File: src/rtl/cpu_wb_seq_divider.sv
// ---------------------------------------------------------------------------
// cpu_wb_seq_divider
//   Multi-cycle unsigned restoring divider for the execute/writeback path.
//   Produces one quotient bit per clock using a single carry-lookahead adder
//   (DATA_WID+1 bits) for the trial subtraction.
//
// Ports:
//   clk         - rising-edge clock
//   rst         - asynchronous active-high reset
//   start       - division request, honoured only in IDLE or DONE
//   dividend    - numerator, captured on the accepting edge
//   divisor     - denominator, captured on the accepting edge
//   busy        - high while iterating (CALC)
//   done        - one-cycle pulse when quotient/remainder become valid
//   quotient    - registered quotient (all ones on divide by zero)
//   remainder   - registered remainder (dividend on divide by zero)
//   div_by_zero - set with done for a zero divisor, cleared on next accept
//
// Also contains cpu_wb_cla_adder, the generic carry-lookahead adder.
// ---------------------------------------------------------------------------

module cpu_wb_cla_adder #(
    parameter int WID = 33
) (
    input  logic [WID-1:0] in1,
    input  logic [WID-1:0] in2,
    input  logic           carry_in,
    output logic [WID-1:0] sum,
    output logic           carry_out
);
    logic [WID-1:0] gen_s;
    logic [WID-1:0] prop_s;
    logic [WID:0]   carry_s;

    assign gen_s  = in1 & in2;
    assign prop_s = in1 ^ in2;

    // Carry chain from generate/propagate terms; synthesis flattens it into lookahead logic.
    always_comb begin
        logic run_s;
        carry_s = {(WID+1){1'b0}};
        run_s   = carry_in;
        for (int i = 0; i < WID; i++) begin
            carry_s[i] = run_s;
            run_s      = gen_s[i] | (prop_s[i] & run_s);
        end
        carry_s[WID] = run_s;
    end

    assign sum       = prop_s ^ carry_s[WID-1:0];
    assign carry_out = carry_s[WID];
endmodule

module cpu_wb_seq_divider #(
    parameter int DATA_WID = 32,
    parameter int CNT_WID  = 6
) (
    input  logic                clk,
    input  logic                rst,
    input  logic                start,
    input  logic [DATA_WID-1:0] dividend,
    input  logic [DATA_WID-1:0] divisor,
    output logic                busy,
    output logic                done,
    output logic [DATA_WID-1:0] quotient,
    output logic [DATA_WID-1:0] remainder,
    output logic                div_by_zero
);
    // ST_DZ is a single wait cycle for a zero divisor so that done lands
    // one cycle after the accepting edge; busy stays low through it.
    typedef enum logic [1:0] {
        ST_IDLE = 2'd0,
        ST_CALC = 2'd1,
        ST_DZ   = 2'd2,
        ST_DONE = 2'd3
    } state_t;

    state_t              state_r;
    state_t              state_s;
    logic [DATA_WID-1:0] dq_r;          // dividend shifts out of the top, quotient bits shift in at the bottom
    logic [DATA_WID-1:0] dvs_r;
    logic [DATA_WID:0]   rem_r;         // partial remainder R
    logic [CNT_WID-1:0]  cnt_r;
    logic [DATA_WID-1:0] quotient_r;
    logic [DATA_WID-1:0] remainder_r;
    logic                dbz_r;

    logic [DATA_WID:0]   trial_s;
    logic [DATA_WID:0]   diff_s;
    logic [DATA_WID:0]   rem_next_s;
    logic [DATA_WID-1:0] dq_next_s;
    logic                no_borrow_s;
    logic                last_s;
    logic                divisor_zero_s;
    logic                unused_rem_msb_s;

    // R's MSB only ever holds 0 after an accepted subtraction; it never feeds the next trial.
    assign unused_rem_msb_s = rem_r[DATA_WID];

    assign trial_s        = {rem_r[DATA_WID-1:0], dq_r[DATA_WID-1]};
    assign last_s         = (cnt_r == CNT_WID'(DATA_WID - 1));
    assign divisor_zero_s = (divisor == {DATA_WID{1'b0}});

    // Trial subtraction T - {0, divisor}: carry_out = 1 means no borrow.
    cpu_wb_cla_adder #(
        .WID (DATA_WID + 1)
    ) u_trial_sub (
        .in1       (trial_s),
        .in2       (~{1'b0, dvs_r}),
        .carry_in  (1'b1),
        .sum       (diff_s),
        .carry_out (no_borrow_s)
    );

    // Restoring step: keep the difference when it did not borrow, else keep T.
    always_comb begin
        dq_next_s = {dq_r[DATA_WID-2:0], no_borrow_s};
        if (no_borrow_s) begin
            rem_next_s = diff_s;
        end else begin
            rem_next_s = trial_s;
        end
    end

    // State register.
    always_ff @(posedge clk or posedge rst) begin
        if (rst) begin
            state_r <= ST_IDLE;
        end else begin
            state_r <= state_s;
        end
    end

    // Next-state logic; DONE accepts a new start exactly like IDLE.
    always_comb begin
        state_s = state_r;
        case (state_r)
            ST_IDLE, ST_DONE: begin
                if (start) begin
                    if (divisor_zero_s) begin
                        state_s = ST_DZ;
                    end else begin
                        state_s = ST_CALC;
                    end
                end else begin
                    state_s = ST_IDLE;
                end
            end
            ST_CALC: begin
                if (last_s) begin
                    state_s = ST_DONE;
                end else begin
                    state_s = ST_CALC;
                end
            end
            ST_DZ:   state_s = ST_DONE;
            default: state_s = ST_IDLE;
        endcase
    end

    // Datapath: operand capture, iteration, and result registers loaded only on entry to DONE.
    always_ff @(posedge clk or posedge rst) begin
        if (rst) begin
            dq_r        <= {DATA_WID{1'b0}};
            dvs_r       <= {DATA_WID{1'b0}};
            rem_r       <= {(DATA_WID+1){1'b0}};
            cnt_r       <= {CNT_WID{1'b0}};
            quotient_r  <= {DATA_WID{1'b0}};
            remainder_r <= {DATA_WID{1'b0}};
            dbz_r       <= 1'b0;
        end else begin
            case (state_r)
                ST_IDLE, ST_DONE: begin
                    if (start) begin
                        dq_r  <= dividend;
                        dvs_r <= divisor;
                        rem_r <= {(DATA_WID+1){1'b0}};
                        cnt_r <= {CNT_WID{1'b0}};
                        dbz_r <= 1'b0;
                    end
                end
                ST_CALC: begin
                    rem_r <= rem_next_s;
                    dq_r  <= dq_next_s;
                    cnt_r <= cnt_r + CNT_WID'(1);
                    if (last_s) begin
                        quotient_r  <= dq_next_s;
                        remainder_r <= rem_next_s[DATA_WID-1:0];
                    end
                end
                ST_DZ: begin
                    quotient_r  <= {DATA_WID{1'b1}};
                    remainder_r <= dq_r;
                    dbz_r       <= 1'b1;
                end
                default: begin
                    dbz_r <= 1'b0;
                end
            endcase
        end
    end

    assign busy        = (state_r == ST_CALC);
    assign done        = (state_r == ST_DONE);
    assign quotient    = quotient_r;
    assign remainder   = remainder_r;
    assign div_by_zero = dbz_r;
endmodule

File: config.mk
export PLATFORM = sky130hd
export DESIGN_NAME = cpu_wb_seq_divider
export DESIGN_NICKNAME = d
export VERILOG_FILES = /design/src/rtl/cpu_wb_seq_divider.sv
export SDC_FILE = /design/constraint.sdc
export NUM_CORES = 1
export LEC_CHECK = 0
export ABC_AREA = 1
export CAP_MARGIN = 20
export CORE_ASPECT_RATIO = 1.4
export CORE_MARGIN = 2
export CORE_UTILIZATION = 54
export CTS_BUF_LIST = sky130_fd_sc_hd__clkbuf_4
export CTS_CLUSTER_DIAMETER = 50
export DETAILED_ROUTE_END_ITERATION = 7
export GPL_ROUTABILITY_DRIVEN = 0
export GPL_TIMING_DRIVEN = 0
export PLACE_DENSITY = 0.8
export SLEW_MARGIN = 10
export SYNTH_ARGS = -nofsm -noshare
export SYNTH_HDL_FRONTEND = slang
export SYNTH_SLANG_ARGS = --single-unit
File: constraint.sdc
create_clock -name clk -period 15 [get_ports clk]
set_input_delay 2.25 -clock clk [delete_from_list [all_inputs] [get_ports clk]]
set_output_delay 2.25 -clock clk [all_outputs]
set_load 0.03 [all_outputs]
==> flow_summary.ini, run 1 <==
[worst_setup_path]
cp_common_cell = fa_1
crit_path_end_kind = flop
worstSetupStartpointType = flop
critPathRequiredTime_ns = 15.47
cp_max_fo = 10
arrival_ns = 14.68
cpPeakStageDelay_ns = 0.42
crit_type = flop to flop
critical-path-slowest-cell = fa_1

[clock_tree]
post_cts_buffers = 0
cts_tree = built
cts.reportedPaths.clkPinSlew_ns = 0.16
clockBufferDepth = 2
cts_root_buf = clkbuf_4
postCtsHoldBufs = 0
ctsResizeCount = 0
htree_levels = 4
cts.sinks = 169
cts_buffers = 17
clk_latency_ns = 0.58

[outcome]
outcome = complete, no violations

[route]
drt_iter0_markers = 509
ant_nets = 0
wl_per_cell_um = 15.5
post_drt_via_cell_ratio = 5.40
drc = 0
first_pass_iters = 5
drt_wl_total_mm = 20.4
num_vias = 7110

[sta]
clock_skew_ns = 0.0221
fmax_mhz = 70.4
finalCritPeriodShare_pct = 94.7
post-route-min-period_ns = 14.21
fin_setup_tns_ns = 0
slew_headroom_pct = 63.7
hold_viol = 0
hold-worst-slack_ns = 0.507
report.final.slew_viol_count = 0
grt_setup_unrepaired = false
setup_viol = 0
worst_pin_slew_ns = 0.544

[floorplanning]
die_h_um = 151
io_pins = 134
die_area_mm2 = 0.0164
placement_rows = 53
die_x_um = 109
initial_utilization_pct = 55.1
core_area_mm2 = 0.0151

[place]
dp.final_hpwl_mm = 15.6
place.port_buffers = 133

[final_layout]
area_delta_synth_final_pct = 22.8
nFillCells = 1265
layout_common_cells = nand2_1 (281), dfrtp_1 (169), clkdlybuf4s50_1 (133)
layout_commonest_cell = nand2_1
fin_util_pct = 67.6
drive_gt1_share_pct = 6.14
final_nets = 1213

[yosys]
synthDistinctLibCells = 25
yosys_warnings = 0
synth_nets = 1060
async_reset_ff_share_pct = 100
synth_cells = 957
synth-edff-count = 0
avgSynthCellArea_um2 = 8.67
synth_top_cell_by_area = dfrtp_1
synth_top_area_share_pct = 51.0
yosysSeqAreaShare_pct = 51.0
syn_area_mm2 = 0.00829
synth.ff_latch_count = 169
synth_ff_type = dfrtp_1
synth_area_leaders = dfrtp_1 (51%), nand2_1 (13%), fa_1 (7.5%)

[grt]
grt_pass1_wl_mm = 33.6
grt_max_degree = 103
grt_pass1_vias = 6954
grtUsageTotal_pct = 26.4
antenna_found_initial = 1
grt_overflow = 0

[power]
ir_drop_v = 0.000108
p_per_area_mw_per_mm2 = 258
leakage_uw = 0.00496

[run]
drv_cap = 0

[hold_path]
holdCritPathClass = flop to flop
report_power, final:
group | switching (uW) | total (uW) | leakage (uW) | internal [uW]
registers | 135 | 824 | 0.00206 | 689
logic | 914 | 1540 | 0.00274 | 629
clock network | 173 | 264 | 0.000149 | 90.8
per-stage QoR:
step / worst slack, ns / cells / power, uW / area (um2)
after floorplan: 1.86 / 957 / 1900 / 8290
after global placement: 0.943 / 1282 / 2310 / 9870
after detailed placement: 0.897 / 1283 / 2360 / 9900
after CTS: 0.832 / 1315 / 2630 / 10200
after global routing: 0.204 / 1316 / 2880 / 10200
final: 0.793 / 1316 / 2630 / 10200
cell usage after synthesis (24+ instances only):
master	count
dfrtp_1	169
inv_1	75
o211ai_1	31
a22o_1	32
fa_1	31
buf_2	24
nor2_1	95
nand3_1	32
o21ai_0	91
clkbuf_1	28
nor3_1	33
nand2_1	281
worst max-delay path: cells and delay by family (launching register included):
| family | cells | cell delay, ns |
|---|---|---|
| compound gates | 1 | 0.09 |
| fa+ha+maj | 32 | 12.24 |
| buf+inv | 6 | 0.71 |
| flops | 1 | 0.41 |
| simple gates | 6 | 0.67 |
sequential cells by signal, indices dropped and copies added (netlist names):
name,flops
cnt_r,6
dvs_r,32
rem_r,32
state_r,2
div_by_zero,1
remainder,32
dq_r,32
quotient,32
area by class of cell:
class                   count  area [um2]  share of cell area, %
well taps                 192         240                   2.36
clock inverters            13         136                   1.34
multi-input cells         651        3500                   34.4
plain buffers              59         270                   2.65
clock buffers              19         143                   1.40
inverters                  78         300                   2.95
flip-flops and latches    169        4230                   41.5
diodes                      1        2.50                 0.0246
repair buffers            134        1360                   13.3
final timing paths:
kind                                            from                         to  slack [ns]  cells past startpoint
max in group asynchronous                        rst      rem_r[25]$_DFFE_PP0P_       12.02                      3
worst max register to register  dq_r[31]$_DFFE_PP0P_  remainder[13]$_DFFE_PP0P_        0.79                     45
worst min-delay path             dq_r[1]$_DFFE_PP0P_    quotient[2]$_DFFE_PP0P_        0.51                      2
worst min register to register   dq_r[1]$_DFFE_PP0P_    quotient[2]$_DFFE_PP0P_        0.51                      2
worst max-delay path            dq_r[31]$_DFFE_PP0P_  remainder[13]$_DFFE_PP0P_        0.79                     45
min in group asynchronous                        rst    quotient[8]$_DFFE_PP0P_        2.07                      2
cells by family after synthesis:
| logic type | count (synthesis) | share of synthesized area (%) |
|---|---|---|
| flip-flops | 169 | 51.0 |
| AO/OA/AOI/OAI | 169 | 12.6 |
| adder cells (fa/ha/maj) | 36 | 8.24 |
| buffers and inverters | 137 | 6.79 |
| AND/OR/NAND/NOR | 445 | 21.2 |
| XOR/XNOR | 1 | 0.106 |
layer usage:
layer / vias to the layer above / share of wire [%] / track usage, %
met1: 3425 / 41 / 34.3
met4: 0 / 2.6 / 10.8
met5: - / 0 / 0
li1: 3401 / - / -
met2: 239 / 51 / 44.3
met3: 45 / 5.2 / 3.90
Power figures use the tool's default switching activity.
==> inputs of run 2 (changes only) <==
CORE_ASPECT_RATIO = not set   (was 1.4)
==> run 2 against run 1 <==
Compared with the run above: clock skew decreased by 0.0021 ns; clock-buffer cell count is 1 higher; sequential cell count unchanged; global-route usage grew 0.26 points; power grew 1.4%; wire length up 1.1%; fmax shrank 0.83%; combinational power hardly changed; hold slack improved by 0.0069 ns; sequential share of layout area about the same.
==> flow_summary.ini, run 2 (synthesized netlist as in run 1, its figures left out) <==
[hold_path]
holdCritPathClass = flop to flop
holdCritStartpoint = dq_r[24]$_DFFE_PP0P_
holdPathEnd = quotient[25]$_DFFE_PP0P_
min_path_cells = 2

[clock_tree]
cts.sinks = 169
ctsResizeCount = 0
clockBufferDepth = 2
clk_latency_ns = 0.60
cts_buffers = 17
post_cts_buffers = 0
cts.reportedPaths.clkPinSlew_ns = 0.14
htree_levels = 4
cts_tree = built
cts_root_buf = clkbuf_4
postCtsHoldBufs = 0

[grt]
grt_pass1_wl_mm = 34.2
grt_pass1_vias = 6785
grt_max_degree = 119
antenna_found_initial = 1
grt_overflow = 0
grtUsageTotal_pct = 26.7

[worst_setup_path]
reg2reg_to = remainder[14]$_DFFE_PP0P_
cp_common_cell = fa_1
critical-path-slowest-cell = fa_1
arrival_ns = 14.83
cpPeakStageDelay_ns = 0.42
worstSetupStartpointType = flop
critPathRequiredTime_ns = 15.50
crit_path_end_kind = flop
ff2ff_path_depth = 45
rrSetupSlack_ns = 0.67
worstReg2RegStart = dq_r[31]$_DFFE_PP0P_
crit_type = flop to flop
cp_max_fo = 10

[final_layout]
layout_commonest_cell = nand2_1
final_nets = 1213
drive_gt1_share_pct = 5.88
nFillCells = 1230
area_delta_synth_final_pct = 22.7
layout_common_cells = nand2_1 (281), dfrtp_1 (169), clkdlybuf4s50_1 (133)

[floorplanning]
core_area_mm2 = 0.0151
io_pins = 134
initial_utilization_pct = 55.0
placement_rows = 45
die_area_mm2 = 0.0164
die_h_um = 128
die_x_um = 128

[route]
drt_wl_total_mm = 20.6
ant_nets = 0
drt_iter0_markers = 686
num_vias = 7100
post_drt_via_cell_ratio = 5.41
wl_per_cell_um = 15.7
first_pass_iters = 5
drc = 0

[sta]
report.final.slew_viol_count = 0
fin_setup_tns_ns = 0
hold-worst-slack_ns = 0.513
worst_pin_slew_ns = 0.637
hold_viol = 0
fmax_mhz = 69.8
finalCritPeriodShare_pct = 95.5
post-route-min-period_ns = 14.33
clock_skew_ns = 0.0200
grt_setup_unrepaired = false
setup_viol = 0
slew_headroom_pct = 57.6

[place]
place.port_buffers = 133
dp.final_hpwl_mm = 15.4

[outcome]
outcome = complete, no violations

[power]
leakage_uw = 0.00497
combPwrFrac_pct = 58.9
intPower_uw = 1440
ir_drop_v = 0.0000936
pwr-share-clk_pct = 10.2
p_per_area_mw_per_mm2 = 262
p_seq_share_pct = 30.9
sw_frac_of_total_pct = 46.0
p_sw_uw = 1230

[run]
drv_cap = 0
## run 2: stage by stage
stage               util (%)  instances  area, um2  setup WS (ns)  power (uW)
floorplan                  -        957       8290           1.86        1900
global placement        65.3       1278       9860          0.951        2310
detailed placement      65.6       1279       9900          0.821        2380
CTS                     67.4       1311      10200          0.699        2660
global route            67.5       1312      10200          0.155        2910
finish                  67.5       1312      10200          0.673        2670
## run 2: metal layers
metal,share of wire (%),GRT usage [%],up-vias
met1,45,38.6,3422
met5,0,0,-
met4,1.8,8.79,0
met3,5.4,4.38,30
met2,48,41.6,258
li1,-,-,3390
## run 2: worst max-delay path by stage
| stage | end | start | slack, ns |
|---|---|---|---|
| after floorplan | remainder[20]$_DFFE_PP0P_ | dq_r[31]$_DFFE_PP0P_ | 1.86 |
| after CTS | remainder[14]$_DFFE_PP0P_ | dq_r[31]$_DFFE_PP0P_ | 0.70 |
| final | remainder[14]$_DFFE_PP0P_ | dq_r[31]$_DFFE_PP0P_ | 0.67 |
| after global routing | remainder[14]$_DFFE_PP0P_ | dq_r[31]$_DFFE_PP0P_ | 0.16 |
| after global placement | remainder[14]$_DFFE_PP0P_ | dq_r[31]$_DFFE_PP0P_ | 0.95 |
| after detailed placement | remainder[14]$_DFFE_PP0P_ | dq_r[31]$_DFFE_PP0P_ | 0.82 |
## run 2: power by group through the flow
stage | Combinational (uW) | Clock [uW] | Sequential, uW
floorplan | 937 | 0 | 959
global placement | 1490 | 0 | 826
detailed placement | 1540 | 0 | 834
CTS | 1560 | 275 | 824
global route | 1760 | 295 | 854
finish | 1570 | 273 | 825
## run 2: layout make-up
type                       count  area [um2]  share of cell area (%)
antenna                        1        2.50                  0.0246
buffer                        59         270                    2.65
clock buffer                  20         150                    1.47
clock inverter                12         131                    1.29
inverter                      78         300                    2.95
multi-input combinational    651        3500                    34.4
sequential                   169        4230                    41.5
tap                          188         235                    2.31
timing repair buffer         134        1360                    13.3
## run 2: worst max-delay path: cells and delay by family (launching register included)
family	cells	cell delay, ns
flops	1	0.41
fa+ha+maj	32	12.30
simple gates	6	0.71
compound gates	1	0.10
buf+inv	6	0.73
==> inputs of run 3 (changes only) <==
CORE_UTILIZATION = 45   (was 54)
PLACE_DENSITY = 0.69   (was 0.8)
==> run 3 against run 2 <==
Compared with the run above: cell count increased by 3.0%; power decreased by 0.18%; sequential power about the same; die area increased by 19%; register-to-register slack improved by 0.08 ns; clock skew decreased by 0.0055 ns; wire length increased by 3.1%; global-route usage decreased by 4.0 points; clock-buffer cell count decreased by 1; highest routed layer unchanged.
==> flow_summary.ini, run 3 (synthesized netlist as in run 1, its figures left out) <==
[worst_setup_path]
reg2reg_to = remainder[14]$_DFFE_PP0P_
cpPeakStageDelay_ns = 0.42
critical-path-slowest-cell = fa_1
rrSetupSlack_ns = 0.75
arrival_ns = 14.71
cp_max_fo = 10
crit_path_end_kind = flop
worstReg2RegStart = dq_r[31]$_DFFE_PP0P_
critPathRequiredTime_ns = 15.46
crit_type = flop to flop
worstSetupStartpointType = flop
cp_common_cell = fa_1
ff2ff_path_depth = 45

[floorplanning]
die_h_um = 140
die_area_mm2 = 0.0195
initial_utilization_pct = 46.0
io_pins = 134
placement_rows = 49
die_x_um = 140
core_area_mm2 = 0.0180

[final_layout]
layout_common_cells = nand2_1 (281), dfrtp_1 (169), clkdlybuf4s50_1 (133)
final_nets = 1213
layout_commonest_cell = nand2_1
drive_gt1_share_pct = 5.70
area_delta_synth_final_pct = 23.3
fin_util_pct = 56.7
final_cell_area_mm2 = 0.0102

[grt]
grt_max_degree = 103
grt_pass1_wl_mm = 35.4
grt_pass1_vias = 6787
antenna_found_initial = 1
grtUsageTotal_pct = 22.6
grt_overflow = 0

[power]
ir_drop_v = 0.000105
p_per_area_mw_per_mm2 = 260
leakage_uw = 0.00496

[sta]
fin_setup_tns_ns = 0
slew_headroom_pct = 62.9
grt_setup_unrepaired = false
clock_skew_ns = 0.0144
setup_viol = 0
finalCritPeriodShare_pct = 95.0
report.final.slew_viol_count = 0
worst_pin_slew_ns = 0.556
post-route-min-period_ns = 14.25
hold_viol = 0
fmax_mhz = 70.2

[route]
num_vias = 6928
post_drt_via_cell_ratio = 5.12
wl_per_cell_um = 15.7
drt_iter0_markers = 440
ant_nets = 0
drt_wl_total_mm = 21.3
drc = 0
first_pass_iters = 5

[place]
dpl_cell_area_mm2 = 0.00995
dp.final_hpwl_mm = 15.9
place.port_buffers = 133

[clock_tree]
cts.reportedPaths.clkPinSlew_ns = 0.13
post_cts_buffers = 0
cts_tree = built
postCtsHoldBufs = 0
clockBufferDepth = 2
clk_latency_ns = 0.56
cts.sinks = 169
htree_levels = 4
ctsResizeCount = 0
cts_buffers = 17
cts_root_buf = clkbuf_4

[hold_path]
holdPathEnd = quotient[5]$_DFFE_PP0P_
min_path_cells = 2
holdCritStartpoint = dq_r[4]$_DFFE_PP0P_
holdCritPathClass = flop to flop

[outcome]
outcome = complete, no violations

[run]
drv_cap = 0
## run 3: worst max path at each step
stage | cells past startpoint | to | slack (ns) | from
final | 45 | remainder[14]$_DFFE_PP0P_ | 0.75 | dq_r[31]$_DFFE_PP0P_
after global routing | 45 | remainder[31]$_DFFE_PP0P_ | 0.22 | dq_r[31]$_DFFE_PP0P_
after CTS | 45 | remainder[14]$_DFFE_PP0P_ | 0.80 | dq_r[31]$_DFFE_PP0P_
after detailed placement | 45 | remainder[14]$_DFFE_PP0P_ | 0.85 | dq_r[31]$_DFFE_PP0P_
after global placement | 45 | remainder[14]$_DFFE_PP0P_ | 0.90 | dq_r[31]$_DFFE_PP0P_
after floorplan | 45 | remainder[20]$_DFFE_PP0P_ | 1.86 | dq_r[31]$_DFFE_PP0P_
## run 3: power by group
group	total [uW]	switching, uW	leakage (uW)	internal (uW)
clock	269	154	0.000152	115
sequential	825	135	0.00206	689
combinational	1570	939	0.00274	629
## run 3: critical path: cells and delay by family, from the launching register on
| kind | cells | cell delay (ns) |
|---|---|---|
| and+or+nand+nor | 6 | 0.69 |
| adders and majority gates | 32 | 12.20 |
| DFF | 1 | 0.41 |
| buffers and inverters | 6 | 0.72 |
| AOI/OAI and AO/OA | 1 | 0.14 |
## run 3: stage by stage
stage          hold WS, ns  cells  setup WS (ns)  power [uW]
3_5_place_dp         0.485   1320          0.847        2390
6_report             0.508   1352          0.752        2660
5_1_grt              0.537   1352          0.225        2920
4_1_cts              0.516   1351          0.799        2660
3_3_place_gp         0.472   1319          0.897        2340
2_1_floorplan        0.453    957           1.86        1900
## run 3: layer usage
metal,part of all wire [%],up-vias,GRT usage (%)
met4,0.92,0,5.00
met3,5.2,14,3.79
met5,0,-,0
met1,47,3345,33.6
li1,-,3387,-
met2,47,182,35.3
## run 3: final cells by class
class                      instances  area, um2
timing repair buffer             134       1360
inverter                          78        300
clock buffer                      19        143
antenna                            1       2.50
multi-input combinational        651       3500
tap                              229        287
clock inverter                    12        133
buffer                            59        270
fill                            1681       7800
sequential                       169       4230
